$ cat config.mk
export PLATFORM = sky130hd
export DESIGN_NAME = mac_feeder_l6
export DESIGN_NICKNAME = d
export VERILOG_FILES = /design/src/rtl/mac_feeder_l6_pkg.sv /design/src/rtl/mac_feeder_l6_tag_delay.sv /design/src/rtl/mac_feeder_l6.sv
export SDC_FILE = /design/constraint.sdc
export NUM_CORES = 1
export LEC_CHECK = 0
export ABC_AREA = 1
export CAP_MARGIN = 10
export CELL_PAD_IN_SITES_DETAIL_PLACEMENT = 0
export CELL_PAD_IN_SITES_GLOBAL_PLACEMENT = 1
export CORE_MARGIN = 4
export CORE_UTILIZATION = 20
export CTS_CLUSTER_SIZE = 25
export DETAILED_ROUTE_END_ITERATION = 12
export PLACE_DENSITY = 0.81
export SLEW_MARGIN = 20
export SYNTH_ARGS = -nofsm -noshare
export SYNTH_HDL_FRONTEND = slang
export SYNTH_SLANG_ARGS = --single-unit
$ cat constraint.sdc
create_clock -name clk -period 1.9 [get_ports clk]
set_input_delay 0.38 -clock clk [delete_from_list [all_inputs] [get_ports clk]]
set_output_delay 0.38 -clock clk [all_outputs]
set_load 0.005 [all_outputs]
$ cat src/rtl/mac_feeder_l6_pkg.sv
// Shared types for the layer-6 MAC feeder: FSM encoding, pipe tag layout and lane width.
package mac_feeder_l6_pkg;

  localparam int DW = 16;

  typedef enum logic [1:0] {
    ST_IDLE  = 2'd0,
    ST_ISSUE = 2'd1,
    ST_DRAIN = 2'd2,
    ST_DONE  = 2'd3
  } fsm_t;

  typedef struct packed {
    logic vld;
    logic first;
    logic last;
  } tag_t;

endpackage

$ cat src/rtl/mac_feeder_l6_tag_delay.sv
// Carries {valid, first, last} tags from the address stage down to the accumulator input
// and derives A/B gating, load_sig, skip fetch timing and out_valid from them.
module tag_delay_l6
  import mac_feeder_l6_pkg::*;
#(
  parameter int PIPE_LAT = 2
) (
  input  logic clk,
  input  logic rst,
  input  logic i_vld,
  input  logic i_first,
  input  logic i_last,
  output logic o_ab_vld,
  output logic o_load,
  output logic o_skip_pre,
  output logic o_out_vld,
  output logic o_empty
);

  tag_t w_tag;
  tag_t r_tag_p [PIPE_LAT+1];
  logic r_out_vld;

  assign w_tag = '{vld: i_vld, first: i_first, last: i_last};

  // p0 is aligned with A/B; p[PIPE_LAT] is aligned with the accumulator input
  always_ff @(posedge clk or posedge rst) begin
    if (rst) begin
      for (int i = 0; i <= PIPE_LAT; i++) r_tag_p[i] <= '0;
      r_out_vld <= 1'b0;
    end else begin
      r_tag_p[0] <= w_tag;
      for (int i = 1; i <= PIPE_LAT; i++) r_tag_p[i] <= r_tag_p[i-1];
      r_out_vld <= r_tag_p[PIPE_LAT].vld & r_tag_p[PIPE_LAT].last;
    end
  end

  assign o_ab_vld   = r_tag_p[0].vld;
  assign o_load     = r_tag_p[PIPE_LAT].vld & r_tag_p[PIPE_LAT].first;
  assign o_skip_pre = r_tag_p[PIPE_LAT].vld & r_tag_p[PIPE_LAT].last;
  assign o_out_vld  = r_out_vld;

  always_comb begin
    o_empty = 1'b1;
    for (int i = 0; i <= PIPE_LAT; i++) begin
      if (r_tag_p[i].vld) o_empty = 1'b0;
    end
  end

endmodule

$ cat src/rtl/mac_feeder_l6.sv
// Layer-6 MAC feeder: walks pixels x channel groups, drives activation/weight/skip buffer
// addresses and presents aligned A/B lanes, load_sig and out_valid to the adder tree.
module mac_feeder_l6
  import mac_feeder_l6_pkg::*;
#(
  parameter int N        = 4,
  parameter int NGRP     = 4,
  parameter int AW       = 10,
  parameter int WAW      = 6,
  parameter int PIPE_LAT = 2
) (
  input  logic              clk,
  input  logic              rst,
  input  logic              start,
  input  logic [AW-1:0]     num_out,
  output logic              busy,
  output logic              done,
  output logic [AW-1:0]     act_addr,
  input  logic [DW*N-1:0]   act_data,
  output logic [WAW-1:0]    wgt_addr,
  input  logic [DW*N-1:0]   wgt_data,
  output logic [DW*N-1:0]   A,
  output logic [DW*N-1:0]   B,
  output logic              load_sig,
  output logic [AW-1:0]     skip_addr,
  input  logic [DW-1:0]     skip_data,
  output logic [DW-1:0]     in_skip,
  output logic              out_valid
);

  localparam int GW = (NGRP > 1) ? $clog2(NGRP) : 1;
  localparam logic [GW-1:0] GRP_LAST = GW'(NGRP - 1);

  fsm_t          r_state;
  logic [AW-1:0] r_num_out;
  logic [AW-1:0] r_pix;
  logic [GW-1:0] r_grp;
  logic [AW-1:0] r_act_addr;
  logic [AW-1:0] r_skip_addr;
  logic          r_busy;
  logic          r_done;

  logic w_issue;
  logic w_grp_first;
  logic w_grp_last;
  logic w_pix_last;
  logic w_frame_go;
  logic w_ab_vld;
  logic w_load;
  logic w_skip_pre;
  logic w_out_vld;
  logic w_pipe_empty;

  assign w_issue     = (r_state == ST_ISSUE);
  assign w_grp_first = (r_grp == '0);
  assign w_grp_last  = (r_grp == GRP_LAST);
  assign w_pix_last  = (r_pix == r_num_out - AW'(1));
  assign w_frame_go  = (r_state == ST_IDLE) && start && (num_out != '0);

  // The counters themselves are the issued address, so the first address lands one cycle after start
  always_ff @(posedge clk or posedge rst) begin
    if (rst) begin
      r_state    <= ST_IDLE;
      r_num_out  <= '0;
      r_pix      <= '0;
      r_grp      <= '0;
      r_act_addr <= '0;
      r_busy     <= 1'b0;
      r_done     <= 1'b0;
    end else begin
      r_done <= 1'b0;
      case (r_state)
        ST_IDLE: begin
          if (start) begin
            r_busy <= 1'b1;
            if (num_out == '0) begin
              r_state <= ST_DONE;
              r_done  <= 1'b1;
            end else begin
              r_state    <= ST_ISSUE;
              r_num_out  <= num_out;
              r_pix      <= '0;
              r_grp      <= '0;
              r_act_addr <= '0;
            end
          end
        end
        ST_ISSUE: begin
          if (w_grp_last && w_pix_last) begin
            r_state <= ST_DRAIN;
          end else begin
            r_act_addr <= r_act_addr + AW'(1);
            if (w_grp_last) begin
              r_grp <= '0;
              r_pix <= r_pix + AW'(1);
            end else begin
              r_grp <= r_grp + GW'(1);
            end
          end
        end
        ST_DRAIN: begin
          if (w_pipe_empty) begin
            r_state <= ST_DONE;
            r_done  <= 1'b1;
          end
        end
        ST_DONE: begin
          r_state <= ST_IDLE;
          r_busy  <= 1'b0;
        end
        default: r_state <= ST_IDLE;
      endcase
    end
  end

  // Skip address advances as each pixel's residual is fetched, one cycle ahead of out_valid
  always_ff @(posedge clk or posedge rst) begin
    if (rst) begin
      r_skip_addr <= '0;
    end else if (w_frame_go) begin
      r_skip_addr <= '0;
    end else if (w_skip_pre) begin
      r_skip_addr <= r_skip_addr + AW'(1);
    end
  end

  tag_delay_l6 #(
    .PIPE_LAT (PIPE_LAT)
  ) u_tag_delay (
    .clk        (clk),
    .rst        (rst),
    .i_vld      (w_issue),
    .i_first    (w_grp_first),
    .i_last     (w_grp_last),
    .o_ab_vld   (w_ab_vld),
    .o_load     (w_load),
    .o_skip_pre (w_skip_pre),
    .o_out_vld  (w_out_vld),
    .o_empty    (w_pipe_empty)
  );

  assign busy      = r_busy;
  assign done      = r_done;
  assign act_addr  = r_act_addr;
  assign wgt_addr  = WAW'(r_grp);
  assign skip_addr = r_skip_addr;
  assign load_sig  = w_load;
  assign out_valid = w_out_vld;
  assign A         = w_ab_vld  ? act_data  : '0;
  assign B         = w_ab_vld  ? wgt_data  : '0;
  assign in_skip   = w_out_vld ? skip_data : '0;

endmodule

==> run metrics <==
Final nets 1245; Starting Density 0.203; die area 24500 um^2; Ys Warns 0; vias in the first global route 5051; synthesized cell area 4410 um^2; die height 156 um; FF/Latch Area 1410 um^2; share of layout cells above drive strength 1 0.193; post-synthesis sequential area ratio 0.318; final setup fails 0; via count 5370; total track usage 0.148; Cells after Synth 720; PortBufs 326; GP Congestion 0.819; Clock Latency Late Sink 0.30 ns; CTS tree done; H-Tree Depth 2; Seq cells post-synth 56; die extent in x 156 um; HPWL Detailed 15700 um; FF-to-FF path depth 15; Final Instance Count excl. Fillers 1362; Critical Path Start Type register; core box area 21800 um^2; antenna viol nets, final 0; dpl cells 1326; # IOs 331; critical path capture point type register; HP Class input port to async pin; crit path kind register to register; max-slew violations 0; wire per inst 14.6 um; clock buffer depth 2; CP Max Fanout 10; Peak Freq 530 MHz; CTS Hold Buffers Added 0; synth unique cells 35; Via density 3.94; max_cap viols 0; design area 8730 um^2; instance area after placement 8170 um^2; Filler cells 2297; area delta synth->final 98.1%; pin count of the biggest net entering global routing 29; minimum clock period 1.89 ns; Clock Skew 0.00597 ns; Finished Core Util 0.401; initial antenna violation count 3; unrepaired setup endpoints after global routing true; total clock sinks 56; row cnt 54; Worst EP arrival 2.12 ns; gr ovfl total 0; worst r2r src r_num_out[1]$_DFFE_PP0P_; total power 0.00879 W; global-route wire length before repair 28800 um; multi-input logic area 2270 um^2; RR Endpoint act_addr[2]$_DFFE_PP0P_; r2r setup slk 0.01 ns; DR iter-0 viols 269; PwrDens 1010 nW/um^2; CTS Root Cell clkbuf_16; CTS buffer count 5; Clock transition at path regs 0.07 ns; post-route clock period utilization 0.993; VDD IR max 0.408 mV; final hold viol count 0; drt first pass iters 4; outcome completed; Post-Route WL 19900 um; DRC 0; syn_area_per_cell 6.12 um^2; LEAKAGE 5.08 nW; CP required 2.13 ns
==> through the flow <==
step           setup slack, ns  hold slack [ns]  setup TNS (ns)
6_report                0.0141            0.325               0
5_1_grt                 -0.133            0.336           -2.80
4_1_cts                 -0.199            0.324           -3.75
3_3_place_gp           -0.0821            0.334           -1.54
3_5_place_dp            -0.174            0.336           -3.93
2_1_floorplan            0.143            0.331               0
==> registers in the layout, summed over array words and instances (netlist names) <==
signal	count
act_addr	10
busy	1
done	1
r_grp	2
r_num_out	10
r_pix	10
r_state	2
skip_addr	10
u_tag_delay.o_ab_vld	1
u_tag_delay.o_out_vld	1
u_tag_delay.r_tag_p	8
==> synth_stat cells <==
cell type  instances  share of area
buf_1              1        0.00085
nand3_2            1         0.0023
nand2_4            1         0.0026
a31oi_1            1         0.0014
nand2_2           13          0.018
nor2_1            37          0.032
o21ai_1            1         0.0011
inv_1            193           0.16
and3_1             3         0.0043
buf_4              4         0.0068
clkbuf_1          20          0.017
a211oi_1           1         0.0017
nand2_1          251           0.21
xnor2_1            9          0.018
inv_2              3         0.0026
conb_1             1        0.00085
nor3_1             7         0.0079
nor2_2             2         0.0028
buf_12             1         0.0045
nand4_4            1         0.0048
nor4_1             3         0.0043
dfrtp_1           56           0.32
o21ai_0           15          0.017
a21oi_1            7         0.0079
nor3b_1            2         0.0034
o21ai_2            9          0.018
buf_2              3         0.0034
nor2_4             1         0.0026
xor2_1            10          0.020
o22ai_1            1         0.0014
nand4_1           15          0.021
ha_1              10          0.028
nand3_1           26          0.030
buf_8              1         0.0034
or2_2             10          0.014
==> worst max-delay path by stage <==
| stage | start | end | slack (ns) |
|---|---|---|---|
| floorplan | r_num_out[0]$_DFFE_PP0P_ | r_pix[0]$_DFFE_PP0P_ | 0.14 |
| global placement | num_out[2] | act_addr[8]$_DFFE_PP0P_ | -0.08 |
| detailed placement | num_out[2] | act_addr[8]$_DFFE_PP0P_ | -0.17 |
| CTS | u_tag_delay.o_ab_vld$_DFF_PP0_ | A[44] | -0.20 |
| global route | num_out[2] | r_pix[8]$_DFFE_PP0P_ | -0.13 |
| finish | r_num_out[1]$_DFFE_PP0P_ | act_addr[2]$_DFFE_PP0P_ | 0.01 |
==> layout make-up <==
cell class	count	area share
repair buffers	378	0.435
inverters	196	0.0843
clock buffers	5	0.0143
well taps	280	0.0401
multi-input cells	441	0.260
clock inverters	3	0.00487
flip-flops and latches	56	0.161
diodes	3	0.000860
==> logic make-up after synthesis <==
kind of cell,Yosys count,share of synthesized area
AND/OR/NAND/NOR,373,0.364
buffers and inverters,226,0.203
flip-flops,56,0.318
AO/OA/AOI/OAI,35,0.0485
XOR/XNOR,19,0.0378
adder cells (fa/ha/maj),10,0.0284
other,1,0.000851
==> repair_timing <==
item | 4_1_cts | 5_1_grt
pin swaps | 0 | 6
cloned | 8 | 7
gates resized for setup | 234 | 149
buffers inserted | 6 | 5
setup endpoints to repair | 151 | 124
==> layer usage <==
layer	global-route usage	up-vias	part of all wire
li1	-	2796	-
met5	0	-	0.0010
met2	0.223	195	0.45
met1	0.212	2364	0.45
met3	0.0478	13	0.095
met4	0.0219	2	0.0095
==> report_power, final <==
part	switching [W]	total, W	internal, W
registers	0.000303	0.00176	0.00145
clock network	0.000428	0.00105	0.000620
logic	0.00292	0.00599	0.00307
total	0.00365	0.00879	0.00514
==> cell usage in the layout, fill, tap and decap left out, drive strengths merged <==
cell type / synthesis / final
clkbuf: 20 / 29
a31oi: 1 / 1
nor3: 7 / 7
nor2: 40 / 40
clkdlybuf4s50: 0 / 197
and3: 3 / 3
clkinv: 0 / 1
clkinvlp: 0 / 1
o22ai: 1 / 1
diode: 0 / 3
ha: 10 / 10
conb: 1 / 4
nor4: 3 / 3
a211oi: 1 / 1
nand3: 27 / 27
or2: 10 / 10
nor3b: 2 / 2
buf: 10 / 81
clkdlybuf4s15: 0 / 48
bufinv: 0 / 1
dlymetal6s2s: 0 / 7
xnor2: 9 / 9
o21ai: 25 / 25
inv: 196 / 196
dfrtp: 56 / 56
nand4: 16 / 16
xor2: 10 / 10
a21oi: 7 / 7
dlygate4sd2: 0 / 21
nand2: 265 / 265
==> critical path, stage by stage (launching register included) <==
cell and delay (ns):
dfrtp_1 0.41, inv_2 0.08, ha_4 0.15, inv_1 0.04
nand2_1 0.07, nand2_1 0.06, nand2_1 0.05, nand2_1 0.06
nor2_2 0.14, nand2_2 0.08, nor2_4 0.11, nand4_4 0.16
nand2_4 0.17, buf_12 0.15, nand2_2 0.05, o21ai_2 0.05
Note: power is estimated with default switching activity, not from simulation.
